$ cat config.mk
export PLATFORM = sky130hd
export DESIGN_NAME = date_down_counter
export DESIGN_NICKNAME = d
export VERILOG_FILES = /design/src/rtl/date_pkg.sv /design/src/rtl/month_len.sv /design/src/rtl/date_down_counter.sv
export SDC_FILE = /design/constraint.sdc
export NUM_CORES = 1
export LEC_CHECK = 0
export CORE_ASPECT_RATIO = 1.1
export CORE_MARGIN = 2
export CORE_UTILIZATION = 49
export CTS_CLUSTER_DIAMETER = 120
export DETAILED_ROUTE_END_ITERATION = 10
export PLACE_DENSITY_LB_ADDON = 0.1
export SLEW_MARGIN = 5
export SYNTH_ARGS = -nofsm -noshare
export SYNTH_HDL_FRONTEND = slang
export SYNTH_SLANG_ARGS = --single-unit
$ cat constraint.sdc
create_clock -name clk -period 3.8 [get_ports clk]
set_clock_uncertainty 0.2 [all_clocks]
set_input_delay 1.14 -clock clk [delete_from_list [all_inputs] [get_ports clk]]
set_output_delay 1.14 -clock clk [all_outputs]
set_load 0.01 [all_outputs]
$ cat src/rtl/date_pkg.sv
// Shared calendar constants and types for the date counters.
// Month numbering is 1-based; year is 0..99 meaning 2000..2099.
package date_pkg;

    typedef logic [7:0] date_t;

    localparam date_t JAN = 8'd1;
    localparam date_t FEB = 8'd2;
    localparam date_t MAR = 8'd3;
    localparam date_t APR = 8'd4;
    localparam date_t MAY = 8'd5;
    localparam date_t JUN = 8'd6;
    localparam date_t JUL = 8'd7;
    localparam date_t AUG = 8'd8;
    localparam date_t SEP = 8'd9;
    localparam date_t OCT = 8'd10;
    localparam date_t NOV = 8'd11;
    localparam date_t DEC = 8'd12;

    localparam date_t MAX_YEAR = 8'd99;
    localparam date_t MAX_DAY  = 8'd31;

    // Element [m] is the length of month m in a non-leap year.
    localparam logic [12:1][7:0] DAYS_NOLEAP = {
        8'd31, 8'd30, 8'd31, 8'd30,
        8'd31, 8'd31, 8'd30, 8'd31,
        8'd30, 8'd31, 8'd28, 8'd31
    };

endpackage

$ cat src/rtl/month_len.sv
// Combinational month length lookup for (month, year).
// February becomes 29 on years divisible by 4 only with DATE_DOWN_LEAP_EN.
module month_len
    import date_pkg::*;
(
    input  logic [7:0] i_month,
    input  logic [7:0] i_year,
    output logic [7:0] o_days
);

    logic [3:0] w_idx;
    date_t      w_base;
    logic       w_unused_year;

    // Out-of-range months never reach here in use; map them safely.
    assign w_idx  = (i_month >= JAN && i_month <= DEC) ? i_month[3:0] : 4'd1;
    assign w_base = DAYS_NOLEAP[w_idx];

`ifdef DATE_DOWN_LEAP_EN
    logic w_leap;
    logic w_is_feb;

    assign w_leap        = (i_year[1:0] == 2'b00);
    assign w_is_feb      = (w_idx == FEB[3:0]);
    assign o_days        = (w_is_feb && w_leap) ? 8'd29 : w_base;
    assign w_unused_year = ^i_year[7:2];
`else
    assign o_days        = w_base;
    assign w_unused_year = ^i_year;
`endif

endmodule

$ cat src/rtl/date_down_counter.sv
// Decrementing day/month/year counter with load clamping and borrow out.
// Leap-year February is enabled by defining DATE_DOWN_LEAP_EN.
module date_down_counter
    import date_pkg::*;
#(
    parameter int INIT_DAY   = 1,
    parameter int INIT_MONTH = 1,
    parameter int INIT_YEAR  = 0
) (
    input  logic       clk,
    input  logic       rst_h,
    input  logic       sub,
    input  logic       load,
    input  logic [7:0] load_day,
    input  logic [7:0] load_month,
    input  logic [7:0] load_year,
    output logic [7:0] day,
    output logic [7:0] month,
    output logic [7:0] year,
    output logic       borrow
);

    date_t r_day;
    date_t r_month;
    date_t r_year;

    date_t w_prev_month;
    date_t w_prev_len;
    date_t w_ld_month;
    date_t w_ld_year;
    date_t w_ld_len;
    date_t w_ld_day;
    date_t w_nxt_day;
    date_t w_nxt_month;
    date_t w_nxt_year;
    logic  w_at_floor;
    logic  w_at_epoch;

    assign w_prev_month = r_month - 8'd1;
    assign w_at_floor   = (r_day == 8'd1) && (r_month == JAN);
    assign w_at_epoch   = w_at_floor && (r_year == 8'd0);

    // Length of the month we fall back into, under the current year.
    month_len u_dec_len (
        .i_month (w_prev_month),
        .i_year  (r_year),
        .o_days  (w_prev_len)
    );

    assign w_ld_month = (load_month == 8'd0) ? JAN :
                        (load_month > DEC)   ? DEC : load_month;
    assign w_ld_year  = (load_year > MAX_YEAR) ? MAX_YEAR : load_year;

    month_len u_ld_len (
        .i_month (w_ld_month),
        .i_year  (w_ld_year),
        .o_days  (w_ld_len)
    );

    assign w_ld_day = (load_day == 8'd0)   ? 8'd1     :
                      (load_day > w_ld_len) ? w_ld_len : load_day;

    always_comb begin
        w_nxt_day   = r_day;
        w_nxt_month = r_month;
        w_nxt_year  = r_year;
        if (load) begin
            w_nxt_day   = w_ld_day;
            w_nxt_month = w_ld_month;
            w_nxt_year  = w_ld_year;
        end else if (sub) begin
            if (r_day > 8'd1) begin
                w_nxt_day = r_day - 8'd1;
            end else if (r_month > JAN) begin
                w_nxt_month = w_prev_month;
                w_nxt_day   = w_prev_len;
            end else begin
                w_nxt_month = DEC;
                w_nxt_day   = MAX_DAY;
                w_nxt_year  = (r_year == 8'd0) ? MAX_YEAR : r_year - 8'd1;
            end
        end
    end

    always_ff @(posedge clk) begin
        if (rst_h) begin
            r_day   <= date_t'(INIT_DAY);
            r_month <= date_t'(INIT_MONTH);
            r_year  <= date_t'(INIT_YEAR);
        end else begin
            r_day   <= w_nxt_day;
            r_month <= w_nxt_month;
            r_year  <= w_nxt_year;
        end
    end

    assign day    = r_day;
    assign month  = r_month;
    assign year   = r_year;
    assign borrow = sub && !load && !rst_h && w_at_epoch;

endmodule

==> metrics, run 1 <==
Yosys top cell by area dfxtp_1; DP Wirelength 3.91 mm; WP data arrival 2280 ps; clk sink count 24; CTS max path bufs 2; core region area 3710 um2; Cell Pwr Density between 300 and 400 nW/um2; full die area 4460 um2; max_slew headroom 0.620; VDD IR-drop max 174 uV; post-CTS setup buffers 0; Distinct cells, synth 57; Final nets roughly 340; syn_area_per_cell 7.72 um2; RSZ-0062 raised after global routing false; top cells by count, synth nor2_1 (25), dfxtp_1 (24), nand2_1 (22); Async S/R FF share, synth 0; setup slack at placement -139 ps; Avg WL per Cell between 10 and 15 um; post-route setup slack 183 ps; drt pass-1 iters 4; synthesized flop and latch total 24; largest net degree at the start of global routing 24; Initial DRC Count 111; Final period util 0.952; final routed DRC violation total 0; first-pass GRT wire length 8.83 mm; crit end category output pin; top cell type's share of synthesized area 0.249; Post-synth EDFFs 0; final setup fails 0; met3 WL 254 um; Max Used Layer met4; final hold viol count 0; cell with the most instances after synthesis nor2_1; largest cells by area after synthesis dfxtp_1 (25%), ha_1 (6.5%), nor2_1 (4.9%); H-tree depth 1; Startpoint Class input pin; Root Driver clkbuf_8; Metal-1 WL 2.20 mm; vias per cell approximately 5.9; Crit Path Class input pin to output pin; PortBufs 52; initial antenna violation count 0; via count 2086; Chip Width ~64 um; DRT Wirelength 5.18 mm; diodes inserted 0; status complete, no violations; max-slew violations 0; gate count of the mapped netlist between 200 and 300; row count 23; sequential-to-total area share from yosys stat 0.249; grt total ovfl 0; Synth Cell Area ~1900 um2; antenna viol nets, final 0; Hold/Removal Path Class flop to flop; fin crit period 3620 ps; Die H 69.8 um; Final Instance Count excl. Fillers ~350; CP Max Fanout 2; maxcap violations 0; share of layout cells above drive strength 1 0.0825; final core occ 0.695; Synthesized Nets 288; vias in the first global route 2015; Tot Pwr around 0.86 mW; worst skew pair latency 270 ps; Total Routing Usage GR 0.240; # IOs between 50 and 60; YS warnings 0; Tightest Pin Transition 562 ps; met2 wire length 2.65 mm; CTS tree built; clock slew at reported path FFs 90 ps; Area Growth Syn to Fin 33.8%; max frequency between 0.2 and 0.3 GHz; Starting Density 0.520; GPL Wtd Cong 0.861; CP required 2460 ps; Lkg Pwr around 0.96 nW; cts bufs inserted 3; placed cell count 349; ys flop type dfxtp_1; final hold slack 302 ps
[metal layers]
layer / up-vias / track usage
met5: - / 0
met1: 966 / 0.293
met4: 0 / 0.0821
li1: 1045 / -
met2: 67 / 0.429
met3: 8 / 0.0244
[cell families after synthesis]
family / Yosys count / synth area share
AOI/OAI and AO/OA: 68 / 0.253
DFF: 24 / 0.249
muxes: 1 / 0.00584
adders and majority gates: 10 / 0.0649
and+or+nand+nor: 114 / 0.327
xor gates and xnor gates: 10 / 0.0454
buffers and inverters: 23 / 0.0551
[state kept, by name, indices dropped and copies added, names as in the netlist]
| name | count |
|---|---|
| day | 8 |
| month | 8 |
| year | 8 |
[stage by stage]
stage | cell area, um2 | TNS [ps]
global placement | 2510 | -117
global route | 2580 | 0
CTS | 2580 | 0
finish | 2580 | 0
floorplan | 1930 | 0
detailed placement | 2510 | -139
[report_power, final]
group / switching [mW] / internal [mW] / leakage [nW]
clock: 0.0903 / 0.141 / 0.0357
sequential: 0.0288 / 0.272 / 0.198
combinational: 0.167 / 0.157 / 0.723
[worst paths after layout]
path,start,to,slack [ps],depth (start not counted)
setup / recovery,rst_h,borrow,180,5
hold / removal,year[0]$_SDFFE_PP0P_,year[0]$_SDFFE_PP0P_,300,2
setup reg to reg,month[0]$_SDFFE_PP1P_,day[0]$_SDFFE_PP1P_,1130,7
hold reg to reg,year[0]$_SDFFE_PP0P_,year[0]$_SDFFE_PP0P_,300,2
[cells in the final DEF, fill, tap and decap left out, drive strengths merged, types with 3 or more instances in the layout]
cell,netlist,routed
nor4,8,8
ha,10,10
nand3,5,5
o221ai,6,6
buf,6,8
o31ai,3,3
nor4b,3,3
nand2,22,22
inv,11,11
nor2,25,25
or2,3,3
and3,3,3
nand2b,4,4
nor2b,4,4
nor3,19,19
clkbuf,5,3
o21ai,13,13
a31oi,6,6
xor2,6,6
clkdlybuf4s50,0,51
nand4b,3,3
o21a,3,3
dfxtp,24,24
or3,4,4
xnor2,4,4
a21oi,15,15
a211oi,4,4
nand4,3,3
[critical path, cell delays in order]
cell and delay [ps]:
clkdlybuf4s50_1 420, inv_1 100, nand3_1 90, nor4_1 230, dlygate4sd2_1 290
[layout make-up]
type                            instances  area, um2
Clock buffer                            3       41.3
Clock inverter                          1       30.0
Fill cell                             310       1130
Inverter                               12       45.0
Multi-Input combinational cell        203       1340
Sequential cell                        24        480
Tap cell                               50       62.6
Timing Repair Buffer                   60        579
[what timing repair did]
item                                   in CTS  in global routing
setup endpoints to repair                   1                  0
hold buffers                                0                  0
resized for setup                           1                  0
endpoints found under the hold margin       0                  0
Note: power is estimated with default switching activity, not from simulation.
==> inputs of run 2 (changes only) <==
MAX_ROUTING_LAYER = met4   (was default)
==> results of run 2 <==
The final DEF is identical to that of run 1; final timing and power are the same.
Main changes from that run: final weighted congestion in routability-driven placement 0.861 -> 0.875; via count of the first global-routing pass 2015 -> 2014; overall routing resource usage 0.240 -> 0.246
